### config.mk
export PLATFORM = sky130hd
export DESIGN_NAME = calc_result_bcd_flat
export DESIGN_NICKNAME = d
export VERILOG_FILES = /design/src/rtl/calc_result_bcd_if.sv /design/src/rtl/calc_result_bcd.sv /design/src/flat_wrapper.sv
export SDC_FILE = /design/constraint.sdc
export NUM_CORES = 1
export LEC_CHECK = 0
export CORE_MARGIN = 2
export CORE_UTILIZATION = 57
export DETAILED_ROUTE_END_ITERATION = 8
export HOLD_SLACK_MARGIN = 0.05
export MAX_ROUTING_LAYER = met4
export PLACE_DENSITY = 0.84
export SLEW_MARGIN = 10
export SYNTH_ARGS = -nofsm -noshare
export SYNTH_HDL_FRONTEND = slang
export SYNTH_SLANG_ARGS = --single-unit
### constraint.sdc
create_clock -name clk -period 4.6 [get_ports clk]
set_input_delay 1.15 -clock clk [delete_from_list [all_inputs] [get_ports clk]]
set_output_delay 1.15 -clock clk [all_outputs]
set_load 0.03 [all_outputs]
### src/rtl/calc_result_bcd_if.sv
// Handshake bundle for calc_result_bcd: result word in, packed BCD out.
// master: the surrounding logic (calculator core + display driver).
// slave : the conversion stage itself.
interface calc_result_bcd_if #(
  parameter int WIDTH  = 8,
  parameter int DIGITS = 3
);
  logic [WIDTH-1:0]    in_data;
  logic                in_valid;
  logic                in_ready;
  logic [4*DIGITS-1:0] out_bcd;
  logic                out_neg;
  logic                out_valid;
  logic                out_ready;
  logic                busy;

  modport master (
    output in_data, in_valid, out_ready,
    input  in_ready, out_bcd, out_neg, out_valid, busy
  );

  modport slave (
    input  in_data, in_valid, out_ready,
    output in_ready, out_bcd, out_neg, out_valid, busy
  );
endinterface

### src/rtl/calc_result_bcd.sv
// calc_result_bcd: sequential double-dabble binary-to-BCD converter.
// Accepts one WIDTH-bit word in IDLE, performs one add-3/shift step per clock
// for WIDTH clocks, then holds the packed BCD result until consumed.
// Optional macro CALC_BCD_SIGNED_INPUT_EN: treat in_data as two's complement,
// convert its magnitude and report the sign on out_neg.
module calc_result_bcd #(
  parameter int WIDTH  = 8,
  parameter int DIGITS = 3
) (
  input logic            clk,
  input logic            reset,
  calc_result_bcd_if.slave bus
);

  localparam int CW = $clog2(WIDTH + 1);
  localparam int BW = 4 * DIGITS;

  typedef enum logic [1:0] {
    IDLE,
    SHIFT,
    DONE
  } state_t;

  state_t            state_q, state_d;
  logic [WIDTH-1:0]  bin_q, bin_d;
  logic [BW-1:0]     bcd_q, bcd_d;
  logic [CW-1:0]     cnt_q, cnt_d;
  logic [BW-1:0]     out_bcd_q, out_bcd_d;
  logic              in_ready_q, in_ready_d;
  logic              out_valid_q, out_valid_d;
  logic              busy_q, busy_d;

  logic [BW-1:0]       bcd_adj;
  logic [BW+WIDTH-1:0] shifted;
  logic [WIDTH-1:0]    mag;
  logic                sign_in;

`ifdef CALC_BCD_SIGNED_INPUT_EN
  logic neg_q, neg_d;
  logic out_neg_q, out_neg_d;

  // Magnitude of a two's complement input; the most negative value maps to 2^(WIDTH-1).
  always_comb begin
    sign_in = bus.in_data[WIDTH-1];
    mag     = sign_in ? (~bus.in_data + WIDTH'(1)) : bus.in_data;
  end
`else
  // Unsigned build: the word is already the magnitude.
  always_comb begin
    sign_in = 1'b0;
    mag     = bus.in_data;
  end
`endif

  // Add-3 correction on every digit that would overflow past 9 after doubling.
  always_comb begin
    bcd_adj = bcd_q;
    for (int unsigned i = 0; i < DIGITS; i++) begin
      if (bcd_q[4*i +: 4] >= 4'd5) begin
        bcd_adj[4*i +: 4] = bcd_q[4*i +: 4] + 4'd3;
      end
    end
    shifted = {bcd_adj, bin_q} << 1;
  end

  // Next-state and next-output computation; outputs are decodes of the next state.
  always_comb begin
    state_d   = state_q;
    bin_d     = bin_q;
    bcd_d     = bcd_q;
    cnt_d     = cnt_q;
    out_bcd_d = out_bcd_q;
`ifdef CALC_BCD_SIGNED_INPUT_EN
    neg_d     = neg_q;
    out_neg_d = out_neg_q;
`endif
    case (state_q)
      IDLE: begin
        if (bus.in_valid && in_ready_q) begin
          state_d = SHIFT;
          bin_d   = mag;
          bcd_d   = '0;
          cnt_d   = '0;
`ifdef CALC_BCD_SIGNED_INPUT_EN
          neg_d   = sign_in;
`endif
        end
      end
      SHIFT: begin
        bcd_d = shifted[BW+WIDTH-1:WIDTH];
        bin_d = shifted[WIDTH-1:0];
        cnt_d = cnt_q + 1'b1;
        if (cnt_q == CW'(WIDTH - 1)) begin
          state_d   = DONE;
          out_bcd_d = shifted[BW+WIDTH-1:WIDTH];
`ifdef CALC_BCD_SIGNED_INPUT_EN
          out_neg_d = neg_q;
`endif
        end
      end
      DONE: begin
        if (out_valid_q && bus.out_ready) begin
          state_d = IDLE;
        end
      end
      default: state_d = IDLE;
    endcase
    in_ready_d  = (state_d == IDLE);
    out_valid_d = (state_d == DONE);
    busy_d      = (state_d != IDLE);
  end

  // State and registered outputs; asynchronous reset discards any conversion.
  always_ff @(posedge clk or posedge reset) begin
    if (reset) begin
      state_q     <= IDLE;
      bin_q       <= '0;
      bcd_q       <= '0;
      cnt_q       <= '0;
      out_bcd_q   <= '0;
      in_ready_q  <= 1'b1;
      out_valid_q <= 1'b0;
      busy_q      <= 1'b0;
`ifdef CALC_BCD_SIGNED_INPUT_EN
      neg_q       <= 1'b0;
      out_neg_q   <= 1'b0;
`endif
    end else begin
      state_q     <= state_d;
      bin_q       <= bin_d;
      bcd_q       <= bcd_d;
      cnt_q       <= cnt_d;
      out_bcd_q   <= out_bcd_d;
      in_ready_q  <= in_ready_d;
      out_valid_q <= out_valid_d;
      busy_q      <= busy_d;
`ifdef CALC_BCD_SIGNED_INPUT_EN
      neg_q       <= neg_d;
      out_neg_q   <= out_neg_d;
`endif
    end
  end

  assign bus.in_ready  = in_ready_q;
  assign bus.out_valid = out_valid_q;
  assign bus.busy      = busy_q;
  assign bus.out_bcd   = out_bcd_q;
`ifdef CALC_BCD_SIGNED_INPUT_EN
  assign bus.out_neg   = out_neg_q;
`else
  assign bus.out_neg   = 1'b0;
`endif

endmodule

### src/flat_wrapper.sv
// flat-port wrapper written by rule: the top's interface ports become plain ports
module calc_result_bcd_flat 
#(
  parameter int WIDTH  = 8,
  parameter int DIGITS = 3
)
  (clk, reset, bus_in_data, bus_in_valid, bus_out_ready, bus_in_ready, bus_out_bcd, bus_out_neg, bus_out_valid, bus_busy);
  calc_result_bcd_if #(.WIDTH(WIDTH), .DIGITS(DIGITS)) bus_i ();
  input logic clk;
  input logic reset;
  input wire logic [$bits(bus_i.in_data)-1:0] bus_in_data;
  input wire logic [$bits(bus_i.in_valid)-1:0] bus_in_valid;
  input wire logic [$bits(bus_i.out_ready)-1:0] bus_out_ready;
  output wire logic [$bits(bus_i.in_ready)-1:0] bus_in_ready;
  output wire logic [$bits(bus_i.out_bcd)-1:0] bus_out_bcd;
  output wire logic [$bits(bus_i.out_neg)-1:0] bus_out_neg;
  output wire logic [$bits(bus_i.out_valid)-1:0] bus_out_valid;
  output wire logic [$bits(bus_i.busy)-1:0] bus_busy;
  assign bus_i.in_data = bus_in_data;
  assign bus_i.in_valid = bus_in_valid;
  assign bus_i.out_ready = bus_out_ready;
  assign bus_in_ready = bus_i.in_ready;
  assign bus_out_bcd = bus_i.out_bcd;
  assign bus_out_neg = bus_i.out_neg;
  assign bus_out_valid = bus_i.out_valid;
  assign bus_busy = bus_i.busy;
  calc_result_bcd #(.WIDTH(WIDTH), .DIGITS(DIGITS)) u_core (.clk(clk), .reset(reset), .bus(bus_i));
endmodule
==> flow_summary.ini <==
[floorplanning]
die_h_um = 61.1
initial_core_util_pct = 60.4
die_x_um = 61.1
rows = 20
io-pin-count = 28
dieArea_mm2 = 0.00373
coreArea_mm2 = 0.00308

[sta]
max_freq_mhz = 368
finClkSkew_ns = 0.0124
worst_pin_slew_ns = 0.987
setup_viol = 0
setup_ws_ns = 1.88
setup-tns-final_ns = 0
grt_setup_unrepaired = no
relSlewSlack_pct = 34.1
drv_slew = 0
hold_viol = 0
fin_crit_sh_pct = 59.1
period_needed_ns = 2.72

[setup_path]
slowest_stage = clkdlybuf4s50_1
crit_arrival_ns = 1.57
cp_cell_sequence = clkdlybuf4s50_1
max_stage_delay_ns = 0.67
cp.required_ns = 3.45
critPathCaptureType = primary output
critPathMaxFanout = 3
cp-start-kind = flip-flop
path_class = reg -> out
worst-path-buf-inv = 1
cp_top_family = buffers and inverters

[outcome]
status = finished, final reports clean

[grt]
antenna_found_initial = 0
grt_overflow = 0
grt_max_degree = 26
grt_pass1_wl_mm = 6.40
grt_pass1_vias = 1346
track_usage_pct = 24.8

[cts]
clockBufferDepth = 2
cts_setup_buffers = 0
cts_tree = built
cts_inserted_buffers = 5
clk_latency_ns = 0.34
cts_resized = 0
root_buffer = clkbuf_4
cts-htree-levels = 2
cts.clk_slew.worst_paths_ns = 0.11
hold_buffers = 0
cts.sinks = 41

[cells_and_area]
fin_area_mm2 = 0.00220
fin_nets = 219
nFillCells = 227
utilization_pct = 71.4
synthToLayoutAreaGrowth_pct = 18.3
drive_above_1_share_pct = 11.9
diodes = 0

[pwr]
internal_power_w = 0.000964
seq_power_share_pct = 38.9
clockPowerShare_pct = 9.9
p_leak_nw = 0.971
switching_share_pct = 43.3
ir_worst_vdd_mv = 0.403
combPwrFrac_pct = 51.2
powerDensity_mw_per_mm2 = 773
switchingPower_w = 0.000736

[detailed_routing]
drc = 0
initialDrtViolationCount = 67
routed_wl_mm = 3.87
routedWlPerCell_um = 15.8
via_count = 1365
detail-route-antenna-nets = 0
viasPerCell = 5.57
first_pass_iters = 4

[worst_hold_path]
min_path_type = reg -> reg

[logic_synthesis]
avgSynthCellArea_um2 = 10.8
async_reset_ff_share_pct = 100
syn_nets = 191
ys_types = 32
synthFlopType = dfrtp_1
synth_area_mm2 = 0.00186
syn_inst = 172
synth-edff-count = 0
yosysWarnings = 0
synth-seq-cells = 41
yosysSeqAreaShare_pct = 55.3

[placement]
pre_cts_ws_ns = 1.84
dpl_cell_area_mm2 = 0.00215
dp_hpwl_mm = 2.79
io_buffers = 26
gp_congestion = 0.810

[job]
cap_violations = 0
==> final timing paths <==
check | start | to | slack, ns | cells past startpoint
setup / recovery | u_core.bus.in_ready | bus_in_ready | 1.88 | 1
hold / removal | u_core.cnt_q[3] | u_core.cnt_q[3] | 0.50 | 1
min in group asynchronous | reset | u_core.bin_q[7] | 1.32 | 2
max in group asynchronous | reset | u_core.bcd_q[10] | 2.48 | 3
hold reg to reg | u_core.cnt_q[3] | u_core.cnt_q[3] | 0.50 | 1
setup reg to reg | u_core.cnt_q[0] | u_core.bus.out_bcd[9] | 2.46 | 5
==> cell usage after synthesis, drive strengths merged (5+ instances only) <==
cell	instances	area share, %
dfrtp	40	54
nor2	26	5.4
a21oi	16	4.9
inv	10	2.0
o22ai	9	3.0
o21ai	8	2.2
buf	7	2.2
ha	7	4.7
mux2	7	4.2
a22o	6	3.0
nor3b	5	2.0
==> layer usage <==
layer | vias to the layer above | GRT usage (%) | wire length (µm)
met5 | - | - | 0
met4 | 0 | 7.14 | 34
met3 | 4 | 4.62 | 159
met2 | 32 | 41.9 | 2010
met1 | 673 | 30.3 | 1660
li1 | 656 | - | -
==> state kept, by name, summed over array words and instances, names as in the netlist <==
name	count
u_core.bus.out_bcd	12
u_core.bus.busy	1
u_core.bus.in_ready	1
u_core.bin_q	8
u_core.bus.out_valid	1
u_core.cnt_q	4
u_core.state_q	2
u_core.bcd_q	12
==> cells in the final DEF (no fill, tap or decap), types with 4 or more instances in the layout <==
master,instances
nor2_1,25
dfrtp_1,40
o21ai_0,7
mux2_2,7
a21oi_1,13
clkbuf_4,5
o22ai_1,9
nand2_1,4
ha_1,7
clkdlybuf4s50_1,26
nor3b_1,5
nand2b_1,4
inv_1,10
a22o_1,4
==> power groups by stage <==
stage / Clock (W) / Combinational, W / Sequential [W]
floorplan: 0 / 0.000503 / 0.000756
global placement: 0 / 0.000820 / 0.000646
detailed placement: 0 / 0.000869 / 0.000668
CTS: 0.000171 / 0.000873 / 0.000659
global route: 0.000187 / 0.000951 / 0.000683
finish: 0.000168 / 0.000870 / 0.000661
==> final cells by class <==
| cell class | instances | area [µm²] | area share [%] |
|---|---|---|---|
| sequential | 41 | 1030 | 46.7 |
| multi-input combinational | 114 | 753 | 34.3 |
| timing repair buffer | 28 | 275 | 12.5 |
| tap | 44 | 55.1 | 2.50 |
| clock buffer | 7 | 45.0 | 2.05 |
| inverter | 10 | 37.5 | 1.71 |
| clock inverter | 1 | 5.00 | 0.228 |
==> metrics by stage <==
step	hold WS [ns]	power (W)	cells
4_1_cts	0.503	0.00170	245
5_1_grt	0.529	0.00182	245
6_report	0.498	0.00170	245
3_3_place_gp	0.467	0.00147	237
2_1_floorplan	0.448	0.00126	172
3_5_place_dp	0.486	0.00154	237
==> kinds of logic (layout without fill, tap and decap cells) <==
family | count (synthesis) | in the layout | share of synthesized area, %
xor+xnor | 3 | 3 | 1.41
buf+inv | 17 | 46 | 4.17
flops | 41 | 41 | 55.3
compound gates | 46 | 46 | 16.3
mux | 9 | 9 | 5.32
other cells | 1 | 1 | 0.202
simple gates | 48 | 48 | 12.6
fa+ha+maj | 7 | 7 | 4.71
(Power assumes the default switching activity.)
==> RTL edit: new RTL, same flow settings <==
`DIGITS` is set to 3 in 3 places; all go to 2.
--- a/src/rtl/calc_result_bcd_if.sv
+++ b/src/rtl/calc_result_bcd_if.sv
@@ -5,3 +5,3 @@
   parameter int WIDTH  = 8,
-  parameter int DIGITS = 3
+  parameter int DIGITS = 2
 );
--- a/src/rtl/calc_result_bcd.sv
+++ b/src/rtl/calc_result_bcd.sv
@@ -7,3 +7,3 @@
   parameter int WIDTH  = 8,
-  parameter int DIGITS = 3
+  parameter int DIGITS = 2
 ) (
--- a/src/flat_wrapper.sv
+++ b/src/flat_wrapper.sv
@@ -4,3 +4,3 @@
   parameter int WIDTH  = 8,
-  parameter int DIGITS = 3
+  parameter int DIGITS = 2
 )
Ports: changed (resized bus_out_bcd); port bits go from 28 to 24. The function was not compared with the original's and may differ.
==> RTL edit against the original RTL <==
- wire length down 26%
- power fell by 21%
- worst setup slack gained 0.026 ns
- sequential cell count down 8
- final area shrank 19%
- synthesized cell count shrank 21%
- area after synthesis down 20%
- critical endpoint unchanged
- largest cell class unchanged
==> RTL edit: results (changes against the original RTL) <==
set qor(drt_iter0_markers) 23 ;# -66%
set qor(mapped_nets) 153 ;# -20%
set qor(via_count_of_the_first_global_routing_pass) 1019 ;# -24%
set qor(worst_r2r_path_depth) 4 ;# -1
set qor(finClkSkew_ns) 0.0160 ;# +0.00364 ns
set qor(globalRouteTotalUtil_pct) 23.0 ;# -1.7 points
set qor(detailed_place.area_um2) 1710 ;# -20%
set qor(yosys-mux-area-fraction_pct) 5.11 ;# -0.21 points
set qor(detailedPlacementHpwl_um) 2070 ;# -26%
set qor(grt_pass1_wl_um) 4450 ;# -30%
set qor(regToRegEndpoint) {u_core.bcd_q[3]}
set qor(timing_worst_slew_pin_value_ns) 0.742 ;# -0.245 ns
set qor(final.hold.worst_slack_ns) 0.465 ;# -0.0331 ns
set qor(timing.hold.worst_path_depth) 1 ;# unchanged
set qor(total_clock_buffers_created_by_cts) 5 ;# unchanged
set qor(port_buffers) 22 ;# -15%
set qor(ys_warn_count) 0 ;# unchanged
set qor(critPathMaxStageDelay_ns) 0.66
set qor(pin_count_of_the_biggest_net_entering_global_routing) 34 ;# +31%
set qor(irDropWorstVdd_mv) 0.526 ;# +31%
set qor(synthTopCellsByCount) {dfrtp_1 (32), nor2_1 (21), a21oi_1 (8), o22ai_1 (8), inv_1 (6)}
set qor(critical_path_arrival_ns) 1.54 ;# -0.03 ns
set qor(power_leakage_nw) 0.826 ;# -15%
set qor(remaining_overflow_grt) 0 ;# unchanged
set qor(cell_with_the_largest_stage_delay_on_the_worst_path) {clkdlybuf4s50_1}
set qor(synthTopCellsByArea) {dfrtp_1 (54%), nor2_1 (5.3%), ha_1 (4.2%), o22ai_1 (3.4%), mux2_2 (3.0%)}
set qor(synth_ff_type) {dfrtp_1}
set qor(kind_of_cell_with_the_highest_combined_delay_on_the_critical_path) {buffers and inverters}
set qor(post_cts_buffers) 0 ;# unchanged
set qor(hp-class) {register to register}
set qor(final_nets) 177 ;# -19%
set qor(critical_path.startpoint) {u_core.bus.in_ready}
set qor(cts-root-buf) {clkbuf_4}
set qor(antenna-diode-count) 0 ;# unchanged
set qor(asyncSetResetFlopFracSynth_pct) 100 ;# unchanged
set qor(clkSlewWorstSetupHoldPaths_ns) 0.09 ;# -0.02 ns
set qor(synth-compound-area-share_pct) 15.8 ;# -0.45 points
set qor(yosysSeqAreaShare_pct) 55.4 ;# +0.12 points
set qor(firstDrtPassIters) 4 ;# unchanged
set qor(final_layout_size_suffix_gt1_share_pct) 11.2 ;# -0.76 points
set qor(synthXorXnorAreaFrac_pct) 1.17 ;# -0.24 points
set qor(routed-via-count) 1085 ;# -21%
set qor(rrSetupSlack_ns) 2.87 ;# +0.41 ns
set qor(adder_cell_fraction_of_synth_area_pct) 4.19 ;# -0.52 points
set qor(avgRoutedWirePerCell_um) 15.1 ;# -4.6%
set qor(globalplace.congestion) 0.801 ;# -1.1%
set qor(outcome) {complete, no violations}
set qor(timing.critical_path.fanout_max) 3 ;# unchanged
==> RTL edit: how the worst max path moves through the flow <==
stage	endpoint	slack [ns]	cells past startpoint
detailed placement	u_core.bcd_q[3]	1.79	5
finish	bus_in_ready	1.91	1
global placement	u_core.bcd_q[3]	1.83	5
floorplan	u_core.bcd_q[2]	2.71	4
CTS	bus_in_ready	1.89	1
global route	bus_in_ready	1.85	1
==> RTL edit: cell type report <==
class | count | area (um^2)
repair buffers | 23 | 228
well taps | 30 | 37.5
inverters | 6 | 22.5
multi-input cells | 91 | 599
flip-flops and latches | 33 | 827
fillers | 195 | 693
clock inverters | 1 | 5.00
clock buffers | 7 | 65.1
==> RTL edit: kinds of logic (layout without fill, tap and decap cells) <==
group / Yosys count / in the layout
muxes: 7 / 7
DFF: 33 / 33
and+or+nand+nor: 40 / 40
buffers and inverters: 12 / 37
adders and majority gates: 5 / 5
AOI/OAI and AO/OA: 36 / 36
xor gates and xnor gates: 2 / 2
other: 1 / 1
==> RTL edit: metrics by stage <==
stage | instances | setup slack [ns] | power, mW
floorplan | 136 | 2.71 | 0.981
global placement | 183 | 1.83 | 1.12
detailed placement | 183 | 1.79 | 1.17
CTS | 191 | 1.89 | 1.35
global route | 191 | 1.85 | 1.44
finish | 191 | 1.91 | 1.34
==> RTL edit: where the power goes <==
part | total, mW | internal, mW | switching [mW]
Combinational | 0.633 | 0.280 | 0.353
Clock | 0.185 | 0.0885 | 0.0962
Sequential | 0.525 | 0.423 | 0.102
Total | 1.34 | 0.791 | 0.552
==> RTL edit: metal layers <==
metal	global-route usage, %	vias to the layer above	wire, um
met1	24.0	526	1120
met4	15.0	0	80
li1	-	523	-
met5	-	-	0
met3	6.99	8	150
met2	37.7	28	1520
